File: config.mk
export PLATFORM = sky130hd
export DESIGN_NAME = counter_sched_flat
export DESIGN_NICKNAME = d
export VERILOG_FILES = /design/src/rtl/counter_sched_if.sv /design/src/rtl/counter_sched.sv /design/src/flat_wrapper.sv
export SDC_FILE = /design/constraint.sdc
export NUM_CORES = 1
export LEC_CHECK = 0
export ABC_AREA = 1
export CAP_MARGIN = 20
export CORE_ASPECT_RATIO = 0.9
export CORE_UTILIZATION = 48
export CTS_CLUSTER_SIZE = 24
export DETAILED_ROUTE_END_ITERATION = 10
export PLACE_DENSITY = 0.81
export SETUP_SLACK_MARGIN = 0.15
export SLEW_MARGIN = 20
export SYNTH_ARGS = -nofsm -noshare
export SYNTH_HDL_FRONTEND = slang
export SYNTH_SLANG_ARGS = --single-unit
File: constraint.sdc
create_clock -name clk -period 2.1 [get_ports clk]
set_clock_uncertainty 0.05 [all_clocks]
set_input_delay 0.525 -clock clk [delete_from_list [all_inputs] [get_ports clk]]
set_output_delay 0.525 -clock clk [all_outputs]
set_load 0.02 [all_outputs]
File: src/rtl/counter_sched_if.sv
// Client-side bundle for the shared delay-counter scheduler.
// Clients drive req/delay; the scheduler answers with gnt/done and exposes busy/out.
interface counter_sched_if #(
   parameter int NREQ = 4,
   parameter int W    = 8
);
   logic [NREQ-1:0]   req;
   logic [NREQ*W-1:0] delay;
   logic [NREQ-1:0]   gnt;
   logic [NREQ-1:0]   done;
   logic              busy;
   logic [W-1:0]      out;

   modport master (output req, delay, input gnt, done, busy, out);
   modport slave  (input req, delay, output gnt, done, busy, out);
endinterface

File: src/rtl/counter_sched.sv
// Round-robin scheduler time-sharing one W-bit up-counter among NREQ requesters.
//
// state | meaning
// IDLE  | no owner; arbitrate from ptr on each edge while any req is set
// RUN   | counter owned by idx, counting 0..dly
// DONE  | one-cycle done pulse to idx, then hand ptr to the next requester
module counter_sched #(
   parameter int NREQ = 4,
   parameter int W    = 8
) (
   input  logic            clk,
   input  logic            rst,
   counter_sched_if.slave  bus
);
   localparam int IW = (NREQ > 1) ? $clog2(NREQ) : 1;

   typedef enum logic [1:0] {IDLE, RUN, DONE} state_t;

   state_t          state, state_nxt;
   logic [IW-1:0]   idx, idx_nxt, ptr, ptr_nxt, win, idx_inc;
   logic            found;
   logic [W-1:0]    dly, dly_nxt, cnt, cnt_nxt;
   logic [NREQ-1:0] gnt, gnt_nxt, done, done_nxt;

   // first set request at or after ptr, wrapping
   always_comb begin
      win   = '0;
      found = 1'b0;
      for (int k = 0; k < NREQ; k++) begin
         if (!found && bus.req[(int'(ptr) + k) % NREQ]) begin
            win   = IW'((int'(ptr) + k) % NREQ);
            found = 1'b1;
         end
      end
   end

   assign idx_inc = (int'(idx) == NREQ - 1) ? '0 : idx + 1'b1;

   always_ff @(posedge clk or posedge rst) begin
      if (rst) begin
         state <= IDLE;
         idx   <= '0;
         dly   <= '0;
         ptr   <= '0;
         cnt   <= '0;
         gnt   <= '0;
         done  <= '0;
      end else begin
         state <= state_nxt;
         idx   <= idx_nxt;
         dly   <= dly_nxt;
         ptr   <= ptr_nxt;
         cnt   <= cnt_nxt;
         gnt   <= gnt_nxt;
         done  <= done_nxt;
      end
   end

   always_comb begin
      state_nxt = state;
      idx_nxt   = idx;
      dly_nxt   = dly;
      ptr_nxt   = ptr;
      cnt_nxt   = cnt;
      gnt_nxt   = gnt;
      done_nxt  = '0;
      case (state)
         IDLE: begin
            cnt_nxt = '0;
            gnt_nxt = '0;
            if (found) begin
               idx_nxt   = win;
               dly_nxt   = bus.delay[int'(win)*W +: W];
               gnt_nxt   = NREQ'(1) << win;
               state_nxt = RUN;
            end
         end
         RUN: begin
            // a dropped request aborts even on the terminal count
            if (!bus.req[idx]) begin
               gnt_nxt   = '0;
               cnt_nxt   = '0;
               ptr_nxt   = idx_inc;
               state_nxt = IDLE;
            end else if (cnt == dly) begin
               gnt_nxt   = '0;
               done_nxt  = NREQ'(1) << idx;
               state_nxt = DONE;
            end else begin
               cnt_nxt = cnt + 1'b1;
            end
         end
         DONE: begin
            cnt_nxt   = '0;
            ptr_nxt   = idx_inc;
            state_nxt = IDLE;
         end
         default: begin
            gnt_nxt   = '0;
            cnt_nxt   = '0;
            state_nxt = IDLE;
         end
      endcase
   end

   always_comb begin
      bus.gnt  = gnt;
      bus.done = done;
      bus.out  = cnt;
      bus.busy = (state != IDLE);
   end
endmodule

File: src/flat_wrapper.sv
// flat-port wrapper written by rule: the top's interface ports become plain ports
module counter_sched_flat 
#(
   parameter int NREQ = 4,
   parameter int W    = 8
)
  (clk, rst, bus_req, bus_delay, bus_gnt, bus_done, bus_busy, bus_out);
  counter_sched_if #(.NREQ(NREQ), .W(W)) bus_i ();
  input  logic clk;
  input  logic rst;
  input wire logic [$bits(bus_i.req)-1:0] bus_req;
  input wire logic [$bits(bus_i.delay)-1:0] bus_delay;
  output wire logic [$bits(bus_i.gnt)-1:0] bus_gnt;
  output wire logic [$bits(bus_i.done)-1:0] bus_done;
  output wire logic [$bits(bus_i.busy)-1:0] bus_busy;
  output wire logic [$bits(bus_i.out)-1:0] bus_out;
  assign bus_i.req = bus_req;
  assign bus_i.delay = bus_delay;
  assign bus_gnt = bus_i.gnt;
  assign bus_done = bus_i.done;
  assign bus_busy = bus_i.busy;
  assign bus_out = bus_i.out;
  counter_sched #(.NREQ(NREQ), .W(W)) u_core (.clk(clk), .rst(rst), .bus(bus_i));
endmodule
## Word level (Yosys, flattened, before mapping)

Index checks and enable logic that the tools add are counted.

| word-level totals | value |
|---|---|
| register bits after elaboration | 30 |
| logic and storage cells | 86 |

| operators by class | value |
|---|---|
| add/subtract/negate cells | 5 |
| reduce and logical (&&, ||, !) cells | 16 |
| muxes and demuxes | 38 |
| shifts and indexed selects | 3 |
| bitwise gates (word level) | 4 |
| eq/ne operators | 8 |
| order comparisons | 5 |

Operators with widths:

| operator | count |
|---|---|
| $shiftx 32x6->8 | 1 |
| $mux 4 | 6 |
| $mux 8 | 3 |
| $mux 2 | 9 |
| $lt 3x4->1 const B | 3 |
| $mux 1 | 12 |
| $pmux 4 s3 | 1 |
| $bmux 1 s2 | 5 |
| $add 8x1->8 const B | 1 |
| $eq 8x8->1 | 1 |
| $pmux 2 s2 | 2 |
| $reduce_and 2->1 | 4 |
| $shl 1x2->4 const A | 2 |
| $lt 2x3->1 const B | 2 |
| $ne 3x3->1 const B | 2 |
| $reduce_or 2->1 | 3 |
| $add 2x1->2 const B | 2 |
| $add 2x2->2 const B | 2 |
| $eq 2x1->1 const B | 2 |
| $reduce_bool 2->1 | 2 |
| $and 1x1->1 const A | 3 |
| $logic_and 1x1->1 | 3 |
| $logic_not 1->1 | 3 |
| $eq 2x2->1 const B | 1 |
| 4 further kinds | 4 |

## Depth between registers and ports, before layout

| depth | value |
|---|---|
| word-level depth | 17 |
| mapped depth | 16 |
| depth with buffers taken out | 15 |

## Worst setup path after synthesis

No wires, ideal clock.

| timing | value |
|---|---|
| path type | in2reg |
| start point | input bus_req[2] |
| end point | register u_core.dly[5] |
| setup slack | 330 ps |
| data arrival time | 1604 ps |
| library setup time | 117 ps |
| stages on the path | 15 |
| path buffers | 1 |
| cells stage by stage | inv_1 > nand2_1 > nand3_1 > nand2_2 > nor2_4 > nand3_2 > nand2_4 > nand2_2 > buf_6 > nand2_1 > nand2_1 > nand2_1 > nand2_1 > nand2_1 > nand2_1 |

| between the ends | value |
|---|---|
| longest elaborated chain between the ends | 13 |

RTL lines:

| element | line | text |
|---|---|---|
| from (decl) | flat_wrapper.sv:11 | `input wire logic [$bits(bus_i.req)-1:0] bus_req;` |
| $bmux 1 s2 | counter_sched.sv:30 | `if (!found && bus.req[(int'(ptr) + k) % NREQ]) begin` |
| $mux 1 (not written as such) | counter_sched.sv:30 |  |
| $mux 1 | counter_sched.sv:30 |  |
| $logic_not 1->1 | counter_sched.sv:30 |  |
| $logic_and 1x1->1 | counter_sched.sv:30 |  |
| $mux 1 | counter_sched.sv:30 |  |
| $logic_not 1->1 | counter_sched.sv:30 |  |
| $logic_and 1x1->1 | counter_sched.sv:30 |  |
| $mux 1 | counter_sched.sv:30 |  |
| $logic_not 1->1 | counter_sched.sv:30 |  |
| $logic_and 1x1->1 | counter_sched.sv:30 |  |
| $mux 2 or $mux 1 (tied branches) | counter_sched.sv:30 |  |
| $shiftx 32x6->8 or $reduce_and 2->1 (tied branches) | -- |  |
| to (signal assigned) | counter_sched.sv:51 | `dly <= dly_nxt;` |
| to (decl) | counter_sched.sv:22 | `logic [W-1:0] dly, dly_nxt, cnt, cnt_nxt;` |

Parallel ways exist; a longest one is shown, timed or not. The select of a mux whose other input is x is not followed.
A chain may end at the register's enable or synchronous reset.

## Worst setup path in the final report

| timing | value |
|---|---|
| start point | input bus_req[0] |
| end point | register u_core.dly[5] |

Same word-level chain as after synthesis.

==> results.md <==
* Cell variety after synth at 29
* Via total after detailed routing at 2331
* Count of routing violations after the opening detailed-route iteration at 199
* Clock insertion delay at the later pin of the skew report at 0.30 ns
* Antenna violations before repair at 0
* Max Freq at 474 MHz
* Via count of the first global-routing pass at 2123
* Worst min-delay path endpoint: u_core.bus.out[6]$_DFFE_PP0P_
* Worst Path Class, Setup: in2reg
* Max_cap viols at 0
* Total CTS buffers at 5
* TritonRoute pass-1 iters at 5
* Crit path DAT at 2.30 ns
* Register clock-pin slew on the reported worst setup and hold paths at 0.07 ns
* Count of fill cells added during filler insertion at 251
* Final-stage net count at 431
* Average cell area after synthesis at 6.65 µm²
* Synth Register Bits at 30
* Via-per-instance ratio at 5.35
* Power per cell area at 1780 nW/µm²
* Final std cells w/o fill at 436
* Placer Congestion at 0.888
* Worst hold path cell count at 1
* CP startpoint kind: input pin
* DP Worst Slack at -0.391 ns
* Mapped Cells at 304
* Clock sink count at 30
* Violated checks: negative setup slack
* Post-synth net total at 347
* Clock Tree Root: sky130_fd_sc_hd__clkbuf_8
* Wire length of the first global-routing pass at 8980 µm
* Min-Delay Path Class: reg2reg
* Utilization of the core after routing at 80.1%
* Worst hold margin at 0.460 ns
* Maximum clock path buffer count at 2
* Outcome: complete, but fails checks
* Sequential area share after synthesis at 37.1%
* Detail-routed net length per standard cell at 14.1 µm
* Detailed Route WL at 6140 µm
* Number of setup violations in the final report at 1
* Cells on worst reg2reg path at 15
* Pin count of the biggest net entering global routing at 31
* Synthesis Warnings at 0
* Residual overflow from global routing at 0
* Site Rows at 22
* Starting density of the core at 50.0%
* Setup repair after global routing missed its margin: true
* Total instance count after detailed placement at 415
* Category of the worst setup path capture point: flip-flop
* Max H-tree Level at 2
* Ant. Diodes at 0
* Clock tree from TritonCTS: yes
* Slew margin rel. at 74.7%
* Post-detailed-route count of antenna-violating nets at 0
* Required time worst endpoint at 2.29 ns
* Chip Width at 70.4 µm
* Reg-to-reg startpoint: u_core.ptr[0]$_DFFE_PP0P_
* Full die area at 4480 µm²
* Worst R2R End: u_core.dly[5]$_DFFE_PP0P_
* Lkg Pwr at 1.65 nW
* Transition at the pin with the smallest max-transition slack at 0.380 ns
* Count of unresolved DRC violations after routing at 0
* Height of the die at 63.6 µm
* Half-perimeter wire length after placement at 3540 µm
* Peak supply drop at 1.28 mV
* Peak fanout along the critical path at 5
* Total design power at 5.76 mW
* Core Region at 4050 µm²
* # hold bufs at CTS at 0
* Register-to-Register Setup Slack at 0.01 ns
* Proportion of layout cells with a drive suffix above 1 at 25.5%
* Hold path startpoint: u_core.bus.out[6]$_DFFE_PP0P_
* Final hold violation count at 0
* Total global routing track utilization at 25.3%
* Port Buffer Count at 54
* Cell area after technology mapping at 2020 µm²
* Clock period minus final worst setup slack at 2.11 ns
* Max-slew violation count at 0
* Crit share post-route at 100%
* Synthesis-to-layout area growth at 60.4%
* Number of top-level pins at 55
* Final Worst Setup Slack at -0.00800 ns
## per-layer routing
layer / vias up / track usage [%] / wire length (µm)
li1: 1127 / - / -
met1: 1062 / 30.1 / 2380
met2: 115 / 43.8 / 3150
met3: 27 / 5.12 / 418
met4: 0 / 11.0 / 189
met5: - / 0 / 0
## cells by family after synthesis
logic type | synth area share (%)
and+or+nand+nor | 40.7
buffers and inverters | 9.28
DFF | 37.1
AOI/OAI and AO/OA | 7.18
xor gates and xnor gates | 2.60
adders and majority gates | 3.09
## critical path, stage by stage
cell and delay, ns:
sky130_fd_sc_hd__dlygate4sd2_1 0.27, sky130_fd_sc_hd__inv_1 0.08, sky130_fd_sc_hd__nand2_1 0.13, sky130_fd_sc_hd__nand3_4 0.09
sky130_fd_sc_hd__nand2_4 0.12, sky130_fd_sc_hd__nor2_4 0.06, sky130_fd_sc_hd__buf_6 0.12, sky130_fd_sc_hd__nand3_2 0.07
sky130_fd_sc_hd__nand3_2 0.12, sky130_fd_sc_hd__nor2_4 0.26, sky130_fd_sc_hd__buf_6 0.18, sky130_fd_sc_hd__nand2_2 0.06
sky130_fd_sc_hd__nand2_2 0.07, sky130_fd_sc_hd__nand2_1 0.08, sky130_fd_sc_hd__nand2_1 0.06
## stage by stage
stage | TNS [ns] | instance area (µm²)
after global placement | -4.17 | 2710
after global routing | -0.536 | 3240
after detailed placement | -6.12 | 2710
final | -0.00800 | 3240
after floorplan | 0 | 2020
after CTS | 0 | 2970
## sequential cells by signal, indices dropped and copies added, names as in the netlist
signal,cells
u_core.bus.out,8
u_core.dly,8
u_core.bus.done,4
u_core.bus.gnt,4
u_core.idx,2
u_core.ptr,2
u_core.state,2
## cell type report
type	count	area, µm²	area share (%)
clock buffer	6	82.6	2.55
clock inverter	1	30.0	0.926
inverter	35	139	4.28
multi-input combinational	232	1330	41.0
sequential	30	753	23.2
tap	48	60.1	1.85
timing repair buffer	82	836	25.8
timing repair inverter	2	13.8	0.424
## power breakdown
part / internal (mW) / switching, mW
logic: 1.78 / 2.45
clock network: 0.379 / 0.226
registers: 0.759 / 0.171
## cells in the final DEF (no fill, tap or decap), types with 2 or more instances in the layout
| cell | instances |
|---|---|
| sky130_fd_sc_hd__a21oi_1 | 7 |
| sky130_fd_sc_hd__buf_12 | 3 |
| sky130_fd_sc_hd__buf_4 | 18 |
| sky130_fd_sc_hd__buf_6 | 4 |
| sky130_fd_sc_hd__buf_8 | 2 |
| sky130_fd_sc_hd__clkbuf_8 | 6 |
| sky130_fd_sc_hd__clkdlybuf4s50_1 | 43 |
| sky130_fd_sc_hd__dfrtp_1 | 28 |
| sky130_fd_sc_hd__dfrtp_2 | 2 |
| sky130_fd_sc_hd__dlygate4sd2_1 | 8 |
| sky130_fd_sc_hd__dlymetal6s2s_1 | 3 |
| sky130_fd_sc_hd__ha_1 | 5 |
| sky130_fd_sc_hd__inv_1 | 30 |
| sky130_fd_sc_hd__inv_2 | 2 |
| sky130_fd_sc_hd__inv_4 | 4 |
| sky130_fd_sc_hd__nand2_1 | 96 |
| sky130_fd_sc_hd__nand2_2 | 26 |
| sky130_fd_sc_hd__nand2_4 | 12 |
| sky130_fd_sc_hd__nand3_1 | 24 |
| sky130_fd_sc_hd__nand3_2 | 3 |
| sky130_fd_sc_hd__nand3_4 | 3 |
| sky130_fd_sc_hd__nand4_1 | 4 |
| sky130_fd_sc_hd__nor2_1 | 13 |
| sky130_fd_sc_hd__nor2_4 | 5 |
| sky130_fd_sc_hd__nor3_1 | 2 |
| sky130_fd_sc_hd__o21ai_0 | 13 |
| sky130_fd_sc_hd__o21ai_1 | 2 |
| sky130_fd_sc_hd__o21ai_2 | 2 |
| sky130_fd_sc_hd__xnor2_1 | 6 |
## synth_stat cells (all sizes together)
master | n | share of area (%)
nor2 | 18 | 3.8
o21a | 1 | 0.37
buf | 7 | 2.6
or2 | 1 | 0.31
ha | 5 | 3.1
xnor2 | 6 | 2.6
nor3 | 3 | 0.99
o21ai | 17 | 4.2
nand3b | 1 | 0.37
clkbuf | 1 | 0.19
clkinv | 1 | 0.19
dfrtp | 30 | 37
o22ai | 2 | 0.62
nand4 | 4 | 1.2
a21oi | 8 | 2.0
nor4 | 1 | 0.31
inv | 34 | 6.3
nand2 | 134 | 26
nand3 | 30 | 7.7
## what timing repair did
| item | 4_1_cts | 5_1_grt |
|---|---|---|
| gates resized for setup | 33 | 64 |
| cloned | 3 | 2 |
| setup buffers | 4 | 5 |
| pin swaps | 5 | 39 |
| endpoints found under the setup margin | 23 | 17 |
## worst max path at each step
stage | from | endpoint | slack, ns
finish | bus_req[0] | u_core.dly[5]$_DFFE_PP0P_ | -0.008
global route | u_core.ptr[0]$_DFFE_PP0P_ | u_core.dly[5]$_DFFE_PP0P_ | -0.13
CTS | u_core.ptr[0]$_DFFE_PP0P_ | u_core.dly[5]$_DFFE_PP0P_ | 0.15
floorplan | bus_req[2] | u_core.dly[5]$_DFFE_PP0P_ | 0.33
global placement | bus_req[3] | u_core.dly[0]$_DFFE_PP0P_ | -0.28
detailed placement | bus_req[3] | u_core.dly[0]$_DFFE_PP0P_ | -0.39
Note: power is estimated with default switching activity, not from simulation.
